File: src/rtl/vga_timing_pkg.sv
// vga_timing_pkg: 640x480@60 raster defaults shared by the timing slice.
// Sync windows are expressed as start position plus pulse length.
package vga_timing_pkg;
  localparam int CNT_W   = 10;
  localparam int FRAME_W = 11;
  localparam int CNT_MAX = 1 << CNT_W;

  localparam int VGA_H_DISPLAY = 640;
  localparam int VGA_H_FRONT   = 16;
  localparam int VGA_H_SYNC    = 96;
  localparam int VGA_H_BACK    = 48;
  localparam int VGA_V_DISPLAY = 480;
  localparam int VGA_V_FRONT   = 10;
  localparam int VGA_V_SYNC    = 2;
  localparam int VGA_V_BACK    = 33;

  localparam bit VGA_H_SYNC_POL = 1'b0;
  localparam bit VGA_V_SYNC_POL = 1'b0;

  localparam int VGA_H_TOTAL =
    VGA_H_DISPLAY + VGA_H_FRONT +
    VGA_H_SYNC + VGA_H_BACK;
  localparam int VGA_V_TOTAL =
    VGA_V_DISPLAY + VGA_V_FRONT +
    VGA_V_SYNC + VGA_V_BACK;

  localparam int VGA_H_SYNC_START =
    VGA_H_DISPLAY + VGA_H_FRONT;
  localparam int VGA_H_SYNC_END =
    VGA_H_SYNC_START + VGA_H_SYNC - 1;
  localparam int VGA_V_SYNC_START =
    VGA_V_DISPLAY + VGA_V_FRONT;
  localparam int VGA_V_SYNC_END =
    VGA_V_SYNC_START + VGA_V_SYNC - 1;
endpackage

File: src/rtl/vga_axis_counter.sv
// vga_axis_counter: one raster axis with wrap, sync window and wrap pulse.
// Flags are registered from the next count so they line up with o_cnt.
module vga_axis_counter
  import vga_timing_pkg::*;
#(
  parameter int TOTAL      = VGA_H_TOTAL,
  parameter int SYNC_START = VGA_H_SYNC_START,
  parameter int SYNC_LEN   = VGA_H_SYNC
) (
  input  logic             clk,
  input  logic             rst_n,
  input  logic             i_adv,
  output logic [CNT_W-1:0] o_cnt,
  output logic             o_last,
  output logic             o_sync,
  output logic             o_wrap
);
  localparam logic [CNT_W-1:0] LAST =
    CNT_W'(TOTAL - 1);
  localparam logic [CNT_W-1:0] SS =
    CNT_W'(SYNC_START);
  localparam logic [CNT_W-1:0] SE =
    CNT_W'(SYNC_START + SYNC_LEN - 1);

  logic [CNT_W-1:0] r_cnt;
  logic [CNT_W-1:0] w_next;
  logic             r_sync;
  logic             r_wrap;
  logic             w_last;
  logic             w_in_win;

  // next count and sync window of that next count
  always_comb begin
    w_last = (r_cnt == LAST);
    w_next = r_cnt;
    if (i_adv)
      w_next = w_last ? '0 : r_cnt + 1'b1;
    w_in_win = (w_next >= SS) && (w_next <= SE);
  end

  // counter, sync flag and wrap pulse registers
  always_ff @(posedge clk) begin
    if (!rst_n) begin
      r_cnt  <= '0;
      r_sync <= 1'b0;
      r_wrap <= 1'b0;
    end else begin
      r_cnt  <= w_next;
      r_sync <= w_in_win;
      r_wrap <= i_adv && w_last;
    end
  end

  assign o_cnt  = r_cnt;
  assign o_last = w_last;
  assign o_sync = r_sync;
  assign o_wrap = r_wrap;
endmodule

File: src/rtl/vga_timing_gen.sv
// vga_timing_gen: 640x480@60 raster timing, strobes and frame counter.
// Define VGA_TIMING_FRAME_COUNTER_EN to build the 11-bit frame register.
module vga_timing_gen
  import vga_timing_pkg::*;
#(
  parameter int H_DISPLAY  = VGA_H_DISPLAY,
  parameter int H_FRONT    = VGA_H_FRONT,
  parameter int H_SYNC     = VGA_H_SYNC,
  parameter int H_BACK     = VGA_H_BACK,
  parameter int V_DISPLAY  = VGA_V_DISPLAY,
  parameter int V_FRONT    = VGA_V_FRONT,
  parameter int V_SYNC     = VGA_V_SYNC,
  parameter int V_BACK     = VGA_V_BACK,
  parameter bit H_SYNC_POL = VGA_H_SYNC_POL,
  parameter bit V_SYNC_POL = VGA_V_SYNC_POL
) (
  input  logic         clk,
  input  logic         rst_n,
  output logic         hsync,
  output logic         vsync,
  output logic         display_on,
  output logic [9:0]   hpos,
  output logic [9:0]   vpos,
  output logic         line_start,
  output logic         frame_start,
  output logic [10:0]  frame
);
  localparam int H_TOTAL =
    H_DISPLAY + H_FRONT + H_SYNC + H_BACK;
  localparam int V_TOTAL =
    V_DISPLAY + V_FRONT + V_SYNC + V_BACK;

  localparam logic [CNT_W-1:0] H_VIS =
    CNT_W'(H_DISPLAY);
  localparam logic [CNT_W-1:0] V_VIS =
    CNT_W'(V_DISPLAY);

  if (H_TOTAL > CNT_MAX) begin : g_h_err
    $error("H_TOTAL exceeds 10-bit counter");
  end
  if (V_TOTAL > CNT_MAX) begin : g_v_err
    $error("V_TOTAL exceeds 10-bit counter");
  end

  logic w_h_last;
  logic w_h_sync;
  logic w_h_wrap;
  logic w_v_last;
  logic w_v_sync;
  logic w_v_wrap;

  vga_axis_counter #(
    .TOTAL      (H_TOTAL),
    .SYNC_START (H_DISPLAY + H_FRONT),
    .SYNC_LEN   (H_SYNC)
  ) u_h (
    .clk    (clk),
    .rst_n  (rst_n),
    .i_adv  (1'b1),
    .o_cnt  (hpos),
    .o_last (w_h_last),
    .o_sync (w_h_sync),
    .o_wrap (w_h_wrap)
  );

  vga_axis_counter #(
    .TOTAL      (V_TOTAL),
    .SYNC_START (V_DISPLAY + V_FRONT),
    .SYNC_LEN   (V_SYNC)
  ) u_v (
    .clk    (clk),
    .rst_n  (rst_n),
    .i_adv  (w_h_last),
    .o_cnt  (vpos),
    .o_last (w_v_last),
    .o_sync (w_v_sync),
    .o_wrap (w_v_wrap)
  );

  assign hsync = w_h_sync ? H_SYNC_POL : ~H_SYNC_POL;
  assign vsync = w_v_sync ? V_SYNC_POL : ~V_SYNC_POL;
  assign line_start  = w_h_wrap;
  assign frame_start = w_v_wrap;
  assign display_on  = (hpos < H_VIS) && (vpos < V_VIS);

`ifdef VGA_TIMING_FRAME_COUNTER_EN
  logic [FRAME_W-1:0] r_frame;

  // frame count bumps on the edge that raises frame_start
  always_ff @(posedge clk) begin
    if (!rst_n)
      r_frame <= '0;
    else if (w_h_last && w_v_last)
      r_frame <= r_frame + 1'b1;
  end

  assign frame = r_frame;
`else
  assign frame = '0;
`endif
endmodule

File: config.mk
export PLATFORM = sky130hd
export DESIGN_NAME = vga_timing_gen
export DESIGN_NICKNAME = d
export VERILOG_FILES = /design/src/rtl/vga_timing_pkg.sv /design/src/rtl/vga_axis_counter.sv /design/src/rtl/vga_timing_gen.sv
export SDC_FILE = /design/constraint.sdc
export NUM_CORES = 1
export LEC_CHECK = 0
export CORE_ASPECT_RATIO = 1.75
export CORE_MARGIN = 1.5
export CORE_UTILIZATION = 50
export CTS_BUF_LIST = sky130_fd_sc_hd__clkbuf_4 sky130_fd_sc_hd__clkbuf_8
export DETAILED_ROUTE_END_ITERATION = 16
export GPL_ROUTABILITY_DRIVEN = 0
export PLACE_DENSITY_LB_ADDON = 0.2
export SLEW_MARGIN = 20
export SYNTH_ARGS = -nofsm -noshare
export SYNTH_HDL_FRONTEND = slang
export SYNTH_HIERARCHICAL = 1
export SYNTH_SLANG_ARGS = --single-unit
File: constraint.sdc
create_clock -name clk -period 3.1 [get_ports clk]
set_clock_uncertainty 0.2 [all_clocks]
set_input_delay 0.31 -clock clk [delete_from_list [all_inputs] [get_ports clk]]
set_output_delay 0.31 -clock clk [all_outputs]
set_load 0.05 [all_outputs]
* Word-level counts from Yosys, hierarchy flattened *
Index checks and enable logic that the tools add are counted.
Widths: inputs -> output; s select.

operators by class
  shift-type cells = 0
  mux-type cells = 5
  div/mod/pow operators = 0
  $mul = 0
  reduce and logical (&&, ||, !) cells = 4
  order comparisons = 6
  equality and inequality tests = 2
  bitwise logic cells = 0
  add/subtract/negate cells = 2

operator list
  operator               number
  $mux 10                3
  $add 10x1->10 const B  2
  $eq 10x10->1 const B   2
  $ge 10x10->1 const B   1
  $ge 10x9->1 const B    1
  $le 10x10->1 const B   1
  $le 10x9->1 const B    1
  $lt 10x10->1 const B   1
  $lt 10x9->1 const B    1
  $logic_and 1x1->1      4
  $mux 1                 2

word-level totals
  memory bits (read-only) = 0
  bits in latches = 0
  bits in registers = 24
  input bits = 2
  memory bits (writable) = 0
  word-level logic and storage cells = 25
  memories = 0

* Depth between registers and ports, before layout *
  word-level depth = 5
  gate-level depth with buffers = 8

* Modules after synthesis *
The synthesis kept the hierarchy.

by module, submodules not included
  module                  area each (um^2)  instances  cells an instance  sequential area each (um^2)
  vga_axis_counter (u_v)  709.4             1          81                 240.2
  vga_axis_counter (u_h)  573.0             1          60                 240.2
  vga_timing_gen          117.6             1          18                 0.0

* Worst setup path after synthesis *
Ideal clock, no wire load.

  path kind = register to register
  from = reg u_h.r_cnt[0] (netlist: u_h/o_cnt[0])
  to = reg u_v.r_sync (netlist: u_v/o_sync)
  arrival = 2.393 ns
  required time = 2.770 ns
  setup time = 0.130 ns
  clock period less this slack = 2.723 ns
  slack = 0.377 ns
  cell stages (with the launch flop) = 9
  cells stage by stage = dfxtp_1 > ha_1 > nand4_1 > nor4_4 > buf_2 > nand4_1 > o211a_1 > a311oi_1 > nor4b_2

between the ends
  longest elaborated chain between the ends = 4
  elaborated cells on any way between the ends = 5
  those cells by class = order compare: 2; eq/ne: 1; mux: 1; reduce/logical: 1

RTL lines
  what                                               RTL line                source
  start, declared                                    vga_axis_counter.sv:25  logic [CNT_W-1:0] r_cnt;
  start signal, assigned                             vga_axis_counter.sv:48  r_cnt <= w_next;
  $eq 10x10->1 *                                     vga_axis_counter.sv:34  w_last = (r_cnt == LAST);
  named net w_h_last                                 vga_timing_gen.sv:45    logic w_h_last;
  $mux 10 *                                          vga_axis_counter.sv:36  if (i_adv)
  $ge 10x9->1 / $le 10x9->1 (equally long branches)  vga_axis_counter.sv:38  w_in_win = (w_next >= SS) && (w_next <= SE);
  $logic_and 1x1->1 *                                vga_axis_counter.sv:38
  end signal, assigned                               vga_axis_counter.sv:49  r_sync <= w_in_win;
  end, declared                                      vga_axis_counter.sv:27  logic r_sync;

The timed path passes the listed nets; every way through them passes the cells marked *.
A chain may end at the register's enable or synchronous reset.

* Worst setup path after layout *
Ends and elaborated chain as after synthesis.

==> reports/metrics.cfg <==
[synthesis]
netlist_area_sq_um = 1400
yosysWarnings = 6
syn_avg_cell_area_sq_um = 8.84
synth_cells = 158

[global_route]
antenna_found_initial = 0
gr-usage-met2 = 0.396
grt_first_pass_wirelength_microns = 4740
grt_pass1_vias = 1080
grt_usage = 0.198
grt_busiest_layer = met2
grt_max_degree = 13
gr-total-overflow = 0
use_met1 = 0.191
use_met3 = 0.0223

[sta]
relSlewSlack = 0.610
setup_violations = 0
worst_pin_slew_ns = 0.580
hold_viol = 0
fmax_mhz = 377
maxSlewViolCount = 0
finalSetupTns_ns = 0
min_period_ns = 2.66
rsz0062_at_grt = no
period_share = 0.857

[drt]
wl_per_cell_microns = 14.5
drc = 0
routed_wirelength_microns = 3020
via_per_inst = 5.68
initialDrtViolationCount = 20
ant_nets = 0
firstDrtPassIters = 4
num_vias = 1182

[final_layout]
nets = 188
postLayoutCoreUtil = 0.618
drive_gt1_frac = 0.0773
layout_common_cells = clkdlybuf4s50_1, dfxtp_1, nor2_1
layout_commonest_cell = clkdlybuf4s50_1
diodes = 0
fillers = 246
areaGrowthSynthToFinish_pct = 19.0

[clock_tree]
post-cts-setup-buffer-count = 0
clock_latency_ns = 0.26
clk_pin_slew_worst_paths_ns = 0.08
cts.sinks = 24
cts_root_buffer = clkbuf_8
cts_hold_buf = 0
cts_made_buffers = 3
clock_path_buffers = 2
htreeDepth = 1
cts_tree = done
cts_resized = 0

[critical_path]
critical_path.cell_chain = ha_1, nand4_1, nor4_4, nand4_1, o211a_1, a311oi_1, nor4b_2
crit_path_end_kind = flop
cp_slowest_cell = nor4_4
critPathMaxStageDelay_ns = 0.54
critPathLaunchType = flop
path_max_fanout = 11
arrival_ns = 2.60
path_common_cell = nand4_1
critPathTopFamily = simple AND/OR/NAND/NOR gates
crit_type = flop to flop
cp.required_ns = 3.05
crit_buf_inv = 0

[pwr]
p_clk_frac = 0.319
combPwrFrac = 0.110
p_leak_nw = 0.613
p_seq_frac = 0.571
intPower_uw = 408
peakVddDrop_v = 0.000285
pwr_density_cell_nw_per_um2 = 332
p_sw_frac = 0.261
p_sw_uw = 144

[placed_design]
dp_hpwl_microns = 2290
port-buffer-count = 26

[floorplanning]
core_sq_um = 2690
rows = 25
ios = 38
initial_utilization = 0.519
die-area_sq_um = 3130
die_y_microns = 72.9
die_w_microns = 42.9

[outcome]
status = complete, no violations

[flow_run]
maxCapViolCount = 0

[min_path]
holdCritPathClass = flop to flop

## power by group through the flow
stage	combinational (mW)	sequential [mW]	clock (mW)
after global placement	0.0596	0.322	0
after global routing	0.0633	0.316	0.197
final	0.0608	0.315	0.176
after CTS	0.0601	0.315	0.185
after floorplan	0.0514	0.332	0
after detailed placement	0.0600	0.323	0
## area by class of cell
cell class	instances	area (sq um)	area share
clock buffer	3	41.3	0.0248
inverter	7	26.3	0.0158
multi-input combinational	121	820	0.493
sequential	24	480	0.289
tap	27	33.8	0.0203
timing repair buffer	26	260	0.157
## worst paths after layout
path / depth (start not counted) / slack [ns] / endpoint / from
hold / removal: 2 / 0.38 / u_v/o_cnt[9]$_SDFF_PN0_ / u_v/o_cnt[9]$_SDFF_PN0_
setup reg to reg: 7 / 0.44 / u_v/o_sync$_SDFF_PN0_ / u_h/o_cnt[0]$_SDFF_PN0_
setup / recovery: 7 / 0.44 / u_v/o_sync$_SDFF_PN0_ / u_h/o_cnt[0]$_SDFF_PN0_
hold reg to reg: 2 / 0.38 / u_v/o_cnt[9]$_SDFF_PN0_ / u_v/o_cnt[9]$_SDFF_PN0_
## sequential cells by signal, indices dropped and copies added, names as in the netlist
name	count
u_v/o_sync	1
u_h/o_wrap	1
u_h/o_cnt	10
u_v/o_wrap	1
u_h/o_sync	1
u_v/o_cnt	10
## routing by layer
layer	wire length (microns)	vias up
met2	1780	35
li1	-	565
met5	0	-
met1	1080	578
met4	44	0
met3	118	4
## worst register-to-register path, stage by stage, from the launching register on
cell and delay (ns):
dfxtp_1 0.44, ha_1 0.22, nand4_1 0.14, nor4_4 0.54, nand4_1 0.31, o211a_1 0.32, a311oi_1 0.29, nor4b_2 0.08
## metrics by stage
| step | cell area [sq um] | instances | setup WS, ns | hold slack [ns] | total power [mW] |
|---|---|---|---|---|---|
| after floorplan | 1430 | 168 | 0.377 | 0.232 | 0.383 |
| after global routing | 1660 | 208 | 0.262 | 0.431 | 0.576 |
| after detailed placement | 1620 | 205 | 0.503 | 0.374 | 0.383 |
| final | 1660 | 208 | 0.444 | 0.381 | 0.552 |
| after CTS | 1660 | 208 | 0.491 | 0.386 | 0.561 |
| after global placement | 1620 | 205 | 0.613 | 0.357 | 0.382 |
Power figures use the tool's default switching activity.
